==> config.mk <==
export PLATFORM = sky130hd
export DESIGN_NAME = dual_slope_adc_ctrl_flat
export DESIGN_NICKNAME = d
export VERILOG_FILES = /design/src/rtl/dual_slope_adc_ctrl_if.sv /design/src/rtl/dual_slope_adc_ctrl.sv /design/src/flat_wrapper.sv
export SDC_FILE = /design/constraint.sdc
export NUM_CORES = 1
export LEC_CHECK = 0
export CAP_MARGIN = 20
export CORE_ASPECT_RATIO = 0.9
export CORE_UTILIZATION = 54
export CTS_CLUSTER_SIZE = 12
export DETAILED_ROUTE_END_ITERATION = 16
export PLACE_DENSITY = 0.78
export SKIP_CTS_REPAIR_TIMING = 1
export SLEW_MARGIN = 0
export SYNTH_ARGS = -nofsm -noshare
export SYNTH_HDL_FRONTEND = slang
export SYNTH_SLANG_ARGS = --single-unit
==> constraint.sdc <==
create_clock -name clk -period 2.4 [get_ports clk]
set_input_delay 0.6 -clock clk [delete_from_list [all_inputs] [get_ports clk]]
set_output_delay 0.6 -clock clk [all_outputs]
set_load 0.03 [all_outputs]
==> src/rtl/dual_slope_adc_ctrl_if.sv <==
// Control/status bundle between the dual-slope sequencer and its requester / analog front end.
// master drives start and cmp; slave is the sequencer side.
interface dual_slope_adc_ctrl_if #(
  parameter int unsigned NB = 10
) ();
  logic          start;
  logic          cmp;
  logic          int_rst;
  logic          sel_ref;
  logic          busy;
  logic          done;
  logic          ovf;
  logic [NB-1:0] result;

  modport master (
    output start, cmp,
    input  int_rst, sel_ref, busy, done, ovf, result
  );

  modport slave (
    input  start, cmp,
    output int_rst, sel_ref, busy, done, ovf, result
  );
endinterface

==> src/rtl/dual_slope_adc_ctrl.sv <==
// Dual-slope ADC sequencer: discharge, fixed-length run-up on the unknown input,
// then de-integrate against the reference and count until the comparator flips.
module dual_slope_adc_ctrl #(
  parameter int unsigned T_RST     = 4,
  parameter int unsigned N_INT     = 256,
  parameter int unsigned NB        = 10,
  parameter int unsigned MAX_DEINT = (1 << NB) - 1,
  parameter int unsigned N_SYNC    = 2
) (
  input  logic                 clk,
  input  logic                 reset,
  dual_slope_adc_ctrl_if.slave bus
);

  localparam int unsigned PH_MAX = (T_RST > N_INT) ? T_RST : N_INT;
  localparam int unsigned PH_W   = $clog2(PH_MAX + 1);

  typedef enum logic [1:0] {
    S_IDLE  = 2'd0,
    S_RST   = 2'd1,
    S_INTEG = 2'd2,
    S_DEINT = 2'd3
  } state_t;

  state_t          state_q, state_d;
  logic [PH_W-1:0] ph_q, ph_d;
  logic [NB-1:0]   cnt_q, cnt_d;
  logic [NB-1:0]   result_q, result_d;
  logic            int_rst_q, int_rst_d;
  logic            sel_ref_q, sel_ref_d;
  logic            busy_q, busy_d;
  logic            done_q, done_d;
  logic            ovf_q, ovf_d;
  logic            cmp_s;

  // Comparator synchronizer; depth 0 uses the raw comparator.
  generate
    if (N_SYNC == 0) begin : g_nosync
      assign cmp_s = bus.cmp;
    end else begin : g_sync
      logic [N_SYNC-1:0] sync_q, sync_d;

      always_comb begin
        sync_d = (sync_q << 1) | N_SYNC'(bus.cmp);
      end

      always_ff @(posedge clk) begin
        if (reset) begin
          sync_q <= '0;
        end else begin
          sync_q <= sync_d;
        end
      end

      assign cmp_s = sync_q[N_SYNC-1];
    end
  endgenerate

  // State and output registers.
  always_ff @(posedge clk) begin
    if (reset) begin
      state_q   <= S_IDLE;
      ph_q      <= '0;
      cnt_q     <= '0;
      result_q  <= '0;
      int_rst_q <= 1'b1;
      sel_ref_q <= 1'b0;
      busy_q    <= 1'b0;
      done_q    <= 1'b0;
      ovf_q     <= 1'b0;
    end else begin
      state_q   <= state_d;
      ph_q      <= ph_d;
      cnt_q     <= cnt_d;
      result_q  <= result_d;
      int_rst_q <= int_rst_d;
      sel_ref_q <= sel_ref_d;
      busy_q    <= busy_d;
      done_q    <= done_d;
      ovf_q     <= ovf_d;
    end
  end

  // Next-state and next-output logic; outputs are computed for the state being entered.
  always_comb begin
    state_d   = state_q;
    ph_d      = ph_q;
    cnt_d     = cnt_q;
    result_d  = result_q;
    int_rst_d = int_rst_q;
    sel_ref_d = sel_ref_q;
    busy_d    = busy_q;
    done_d    = 1'b0;
    ovf_d     = ovf_q;

    unique case (state_q)
      S_IDLE: begin
        int_rst_d = 1'b1;
        sel_ref_d = 1'b0;
        busy_d    = 1'b0;
        if (bus.start) begin
          state_d = S_RST;
          busy_d  = 1'b1;
          ovf_d   = 1'b0;
          ph_d    = '0;
        end
      end

      S_RST: begin
        int_rst_d = 1'b1;
        sel_ref_d = 1'b0;
        if (ph_q == PH_W'(T_RST - 1)) begin
          state_d   = S_INTEG;
          int_rst_d = 1'b0;
          ph_d      = '0;
        end else begin
          ph_d = ph_q + PH_W'(1);
        end
      end

      S_INTEG: begin
        int_rst_d = 1'b0;
        sel_ref_d = 1'b0;
        if (ph_q == PH_W'(N_INT - 1)) begin
          state_d   = S_DEINT;
          sel_ref_d = 1'b1;
          cnt_d     = '0;
          ph_d      = '0;
        end else begin
          ph_d = ph_q + PH_W'(1);
        end
      end

      S_DEINT: begin
        int_rst_d = 1'b0;
        sel_ref_d = 1'b1;
        if (!cmp_s) begin
          state_d   = S_IDLE;
          result_d  = cnt_q;
          done_d    = 1'b1;
          int_rst_d = 1'b1;
          sel_ref_d = 1'b0;
          busy_d    = 1'b0;
        end else if (cnt_q == NB'(MAX_DEINT)) begin
          // Comparator never flipped within the count range: saturate and flag.
          state_d   = S_IDLE;
          result_d  = NB'(MAX_DEINT);
          ovf_d     = 1'b1;
          done_d    = 1'b1;
          int_rst_d = 1'b1;
          sel_ref_d = 1'b0;
          busy_d    = 1'b0;
        end else begin
          cnt_d = cnt_q + NB'(1);
        end
      end

      default: begin
        state_d = S_IDLE;
      end
    endcase
  end

  assign bus.int_rst = int_rst_q;
  assign bus.sel_ref = sel_ref_q;
  assign bus.busy    = busy_q;
  assign bus.done    = done_q;
  assign bus.ovf     = ovf_q;
  assign bus.result  = result_q;

endmodule

==> src/flat_wrapper.sv <==
// flat-port wrapper written by rule: the top's interface ports become plain ports
module dual_slope_adc_ctrl_flat 
#(
  parameter int unsigned T_RST     = 4,
  parameter int unsigned N_INT     = 256,
  parameter int unsigned NB        = 10,
  parameter int unsigned MAX_DEINT = (1 << NB) - 1,
  parameter int unsigned N_SYNC    = 2
)
  (clk, reset, bus_start, bus_cmp, bus_int_rst, bus_sel_ref, bus_busy, bus_done, bus_ovf, bus_result);
  dual_slope_adc_ctrl_if #(.NB(NB)) bus_i ();
  input  logic clk;
  input  logic reset;
  input wire logic [$bits(bus_i.start)-1:0] bus_start;
  input wire logic [$bits(bus_i.cmp)-1:0] bus_cmp;
  output wire logic [$bits(bus_i.int_rst)-1:0] bus_int_rst;
  output wire logic [$bits(bus_i.sel_ref)-1:0] bus_sel_ref;
  output wire logic [$bits(bus_i.busy)-1:0] bus_busy;
  output wire logic [$bits(bus_i.done)-1:0] bus_done;
  output wire logic [$bits(bus_i.ovf)-1:0] bus_ovf;
  output wire logic [$bits(bus_i.result)-1:0] bus_result;
  assign bus_i.start = bus_start;
  assign bus_i.cmp = bus_cmp;
  assign bus_int_rst = bus_i.int_rst;
  assign bus_sel_ref = bus_i.sel_ref;
  assign bus_busy = bus_i.busy;
  assign bus_done = bus_i.done;
  assign bus_ovf = bus_i.ovf;
  assign bus_result = bus_i.result;
  dual_slope_adc_ctrl #(.T_RST(T_RST), .N_INT(N_INT), .NB(NB), .MAX_DEINT(MAX_DEINT), .N_SYNC(N_SYNC)) u_core (.clk(clk), .reset(reset), .bus(bus_i));
endmodule
==> reports/results.ini <==
[outcome]
outcome = finished, final reports clean

[synth]
synth_cells = 231
synth-edff-count = 0
ys_seq_area_share_pct = 36.0
syn_nets = 245
avgSynthCellArea_um2 = 9.15
syn_area_um2 = 2110
synth_cell_type_count = 55
dominantRegCellSynth = dfxtp_1
ys_warn_count = 0
async_flop_share_pct = 0
ys_ff_latch = 38

[global_route]
antenna_found_initial = 0
grt_use_total_pct = 24.9
grt_overflow = 0
grt_pass1_wl_um = 7510
grt_pass1_vias = 1495
grt_max_degree = 29

[setup_path]
cp_slowest_cell = dfxtp_1
r2r_cells = 9
crit_family = simple AND/OR/NAND/NOR gates
crit_fanout = 11
regToRegStartpoint = u_core.ph_q[0]$_SDFFE_PP0P_
rr_endpoint = u_core.state_q[0]$_SDFFE_PP0P_
rrSetupSlack_ns = 0.22
crit_arrival_ns = 2.39
slowest_delay_ns = 0.39
worst_setup_path_end_kind = flip-flop
cp-startpoint = u_core.ph_q[0]$_SDFFE_PP0P_
path_class = reg2reg
cp_cell_sequence = ha_1 -> and3_1 -> nand3_1 -> inv_1 -> ha_1 -> and2b_4 -> buf_4 -> nor4_4 -> mux2i_1
cp-start-kind = flip-flop
critPathBufInv = 2
cpMostUsedCell = ha_1
required_ns = 2.61

[sta]
finalCriticalPeriod_ns = 2.18
period_share_pct = 90.9
final_max_slew_viol_count = 0
final.setup_skew_ns = 0.00541
tns_ns = 0
slew_headroom_pct = 63.0
fmax_mhz = 458
setup_viol = 0
final-hold-violation-count = 0
rsz0062_at_grt = no
fin_ws_ns = 0.217
worstMarginPinSlew_ns = 0.555

[route]
firstDrtPassIters = 4
drt_iter0_drc = 182
vias = 1819
drt-vias-per-instance = 6.02
drc = 0
ant_nets = 0
wl_um = 4750
wl_per_cell_um = 15.7

[pwr]
ir_drop_uv = 543
leakagePower_nw = 0.898
power.total_mw = 2.12
powerDensity_nw_per_um2 = 845

[die]
ios = 19
die_area_um2 = 4170
start_util_pct = 56.6
fp.dieH_um = 61.3
core_um2 = 3730
row_count = 21
die_x_um = 67.9

[clocking]
numCtsBuffers = 5
cts_buffer_depth = 2
worst_skew_pair.late_latency_ns = 0.29
cts_tree = done
htree_levels = 2
cts_root_buf = clkbuf_8
cts.clk_slew.worst_paths_ns = 0.08
clock_sinks = 38

[final_layout]
fillers = 311
area_growth_pct = 18.5
diodes = 0
final_layout_size_suffix_gt1_share_pct = 18.8
fin_util_pct = 67.1
stdcell_count = 302
nets = 270

[placed_design]
pre_cts_slack_ns = 0.0841
gp_congestion = 0.904
buffer_ports.inserted = 18
dp_cells = 295
hpwl_um = 3310

[hold_path]
hold_class = reg2reg
hold_start = u_core.g_sync.sync_q[0]$_SDFF_PP0_
hold_end = u_core.g_sync.sync_q[1]$_SDFF_PP0_
holdPathStages = 1

[job]
cap_violations = 0

[kinds of logic (layout without fill, tap and decap cells)]
logic type	after synthesis	count (layout)	share of synthesized area, %
compound gates	60	60	24.6
flops	38	38	36.0
fa+ha+maj	10	10	5.92
simple gates	82	82	23.4
mux	3	3	1.42
xor+xnor	4	4	1.66
buf+inv	34	59	6.99
[cells in the mapped netlist, types with 5 or more instances]
library cell / n / area (um^2)
o21ai_0: 5 / 25.0
clkbuf_1: 7 / 26.3
nand3_1: 7 / 35.0
a21oi_1: 8 / 40.0
nor2_1: 21 / 78.8
nand2_1: 17 / 63.8
dfxtp_1: 38 / 761
a311oi_1: 5 / 43.8
nor3_1: 7 / 35.0
a211oi_2: 8 / 100
a211oi_1: 7 / 52.6
inv_1: 21 / 78.8
ha_1: 10 / 125
[how the worst max path moves through the flow]
stage	endpoint	cells after the start
6_report	u_core.state_q[0]$_SDFFE_PP0P_	9
5_1_grt	u_core.state_q[0]$_SDFFE_PP0P_	9
3_5_place_dp	u_core.cnt_q[4]$_SDFFE_PP0P_	9
2_1_floorplan	u_core.cnt_q[3]$_SDFFE_PP0P_	10
4_1_cts	u_core.cnt_q[3]$_SDFFE_PP0P_	9
3_3_place_gp	u_core.cnt_q[3]$_SDFFE_PP0P_	9
[cells in the final DEF (no fill, tap or decap), drive strengths merged, types with 5 or more instances in the layout]
master,instances
ha,10
clkbuf,6
a21oi,8
nor4,5
inv,21
and3,5
nand3,9
a311oi,6
nand2,17
nor3,7
clkdlybuf4s50,18
a211oi,15
buf,13
nor2,21
dfxtp,38
o21ai,5
[layout make-up]
class / instances / area [um^2] / area share [%]
sequential: 38 / 761 / 30.4
tap: 46 / 57.6 / 2.30
multi-input combinational: 159 / 1220 / 48.6
clock inverter: 1 / 30.0 / 1.20
timing repair buffer: 31 / 278 / 11.1
inverter: 21 / 78.8 / 3.15
clock buffer: 6 / 82.6 / 3.30
[layer usage]
metal  vias to the layer above  global-route usage [%]  wire [um]
met5                         -                       0          0
met4                         0                    7.74         37
met3                         4                    6.67        281
met2                        59                    32.2       1930
met1                       857                    38.8       2500
li1                        899                       -          -
[state kept, by name (all words and copies together) (netlist names)]
name and cells:
u_core.g_sync.sync_q 2, u_core.state_q 2, u_core.bus.ovf 1, u_core.bus.done 1
u_core.bus.sel_ref 1, u_core.bus.int_rst 1, u_core.bus.busy 1, u_core.bus.result 10
u_core.cnt_q 10, u_core.ph_q 9
[where the power goes]
| part | leakage (nW) | internal, mW | switching (mW) | total [mW] |
|---|---|---|---|---|
| clock | 0.0573 | 0.333 | 0.226 | 0.558 |
| sequential | 0.308 | 0.689 | 0.0441 | 0.733 |
| combinational | 0.533 | 0.327 | 0.499 | 0.826 |
[metrics by stage]
stage	instance area (um^2)	hold slack (ns)
after global routing	2500	0.483
after floorplan	2110	0.414
final	2500	0.450
after detailed placement	2380	0.441
after global placement	2380	0.422
after CTS	2490	0.458
[worst reg2reg max path: cells and delay by family, from the launching register on]
family                   cells  cell delay (ns)
buffers and inverters        2             0.24
AND/OR/NAND/NOR              4             0.87
multiplexers                 1             0.27
flip-flops                   1             0.39
adder cells (fa/ha/maj)      2             0.33
Power figures use the tool's default switching activity.
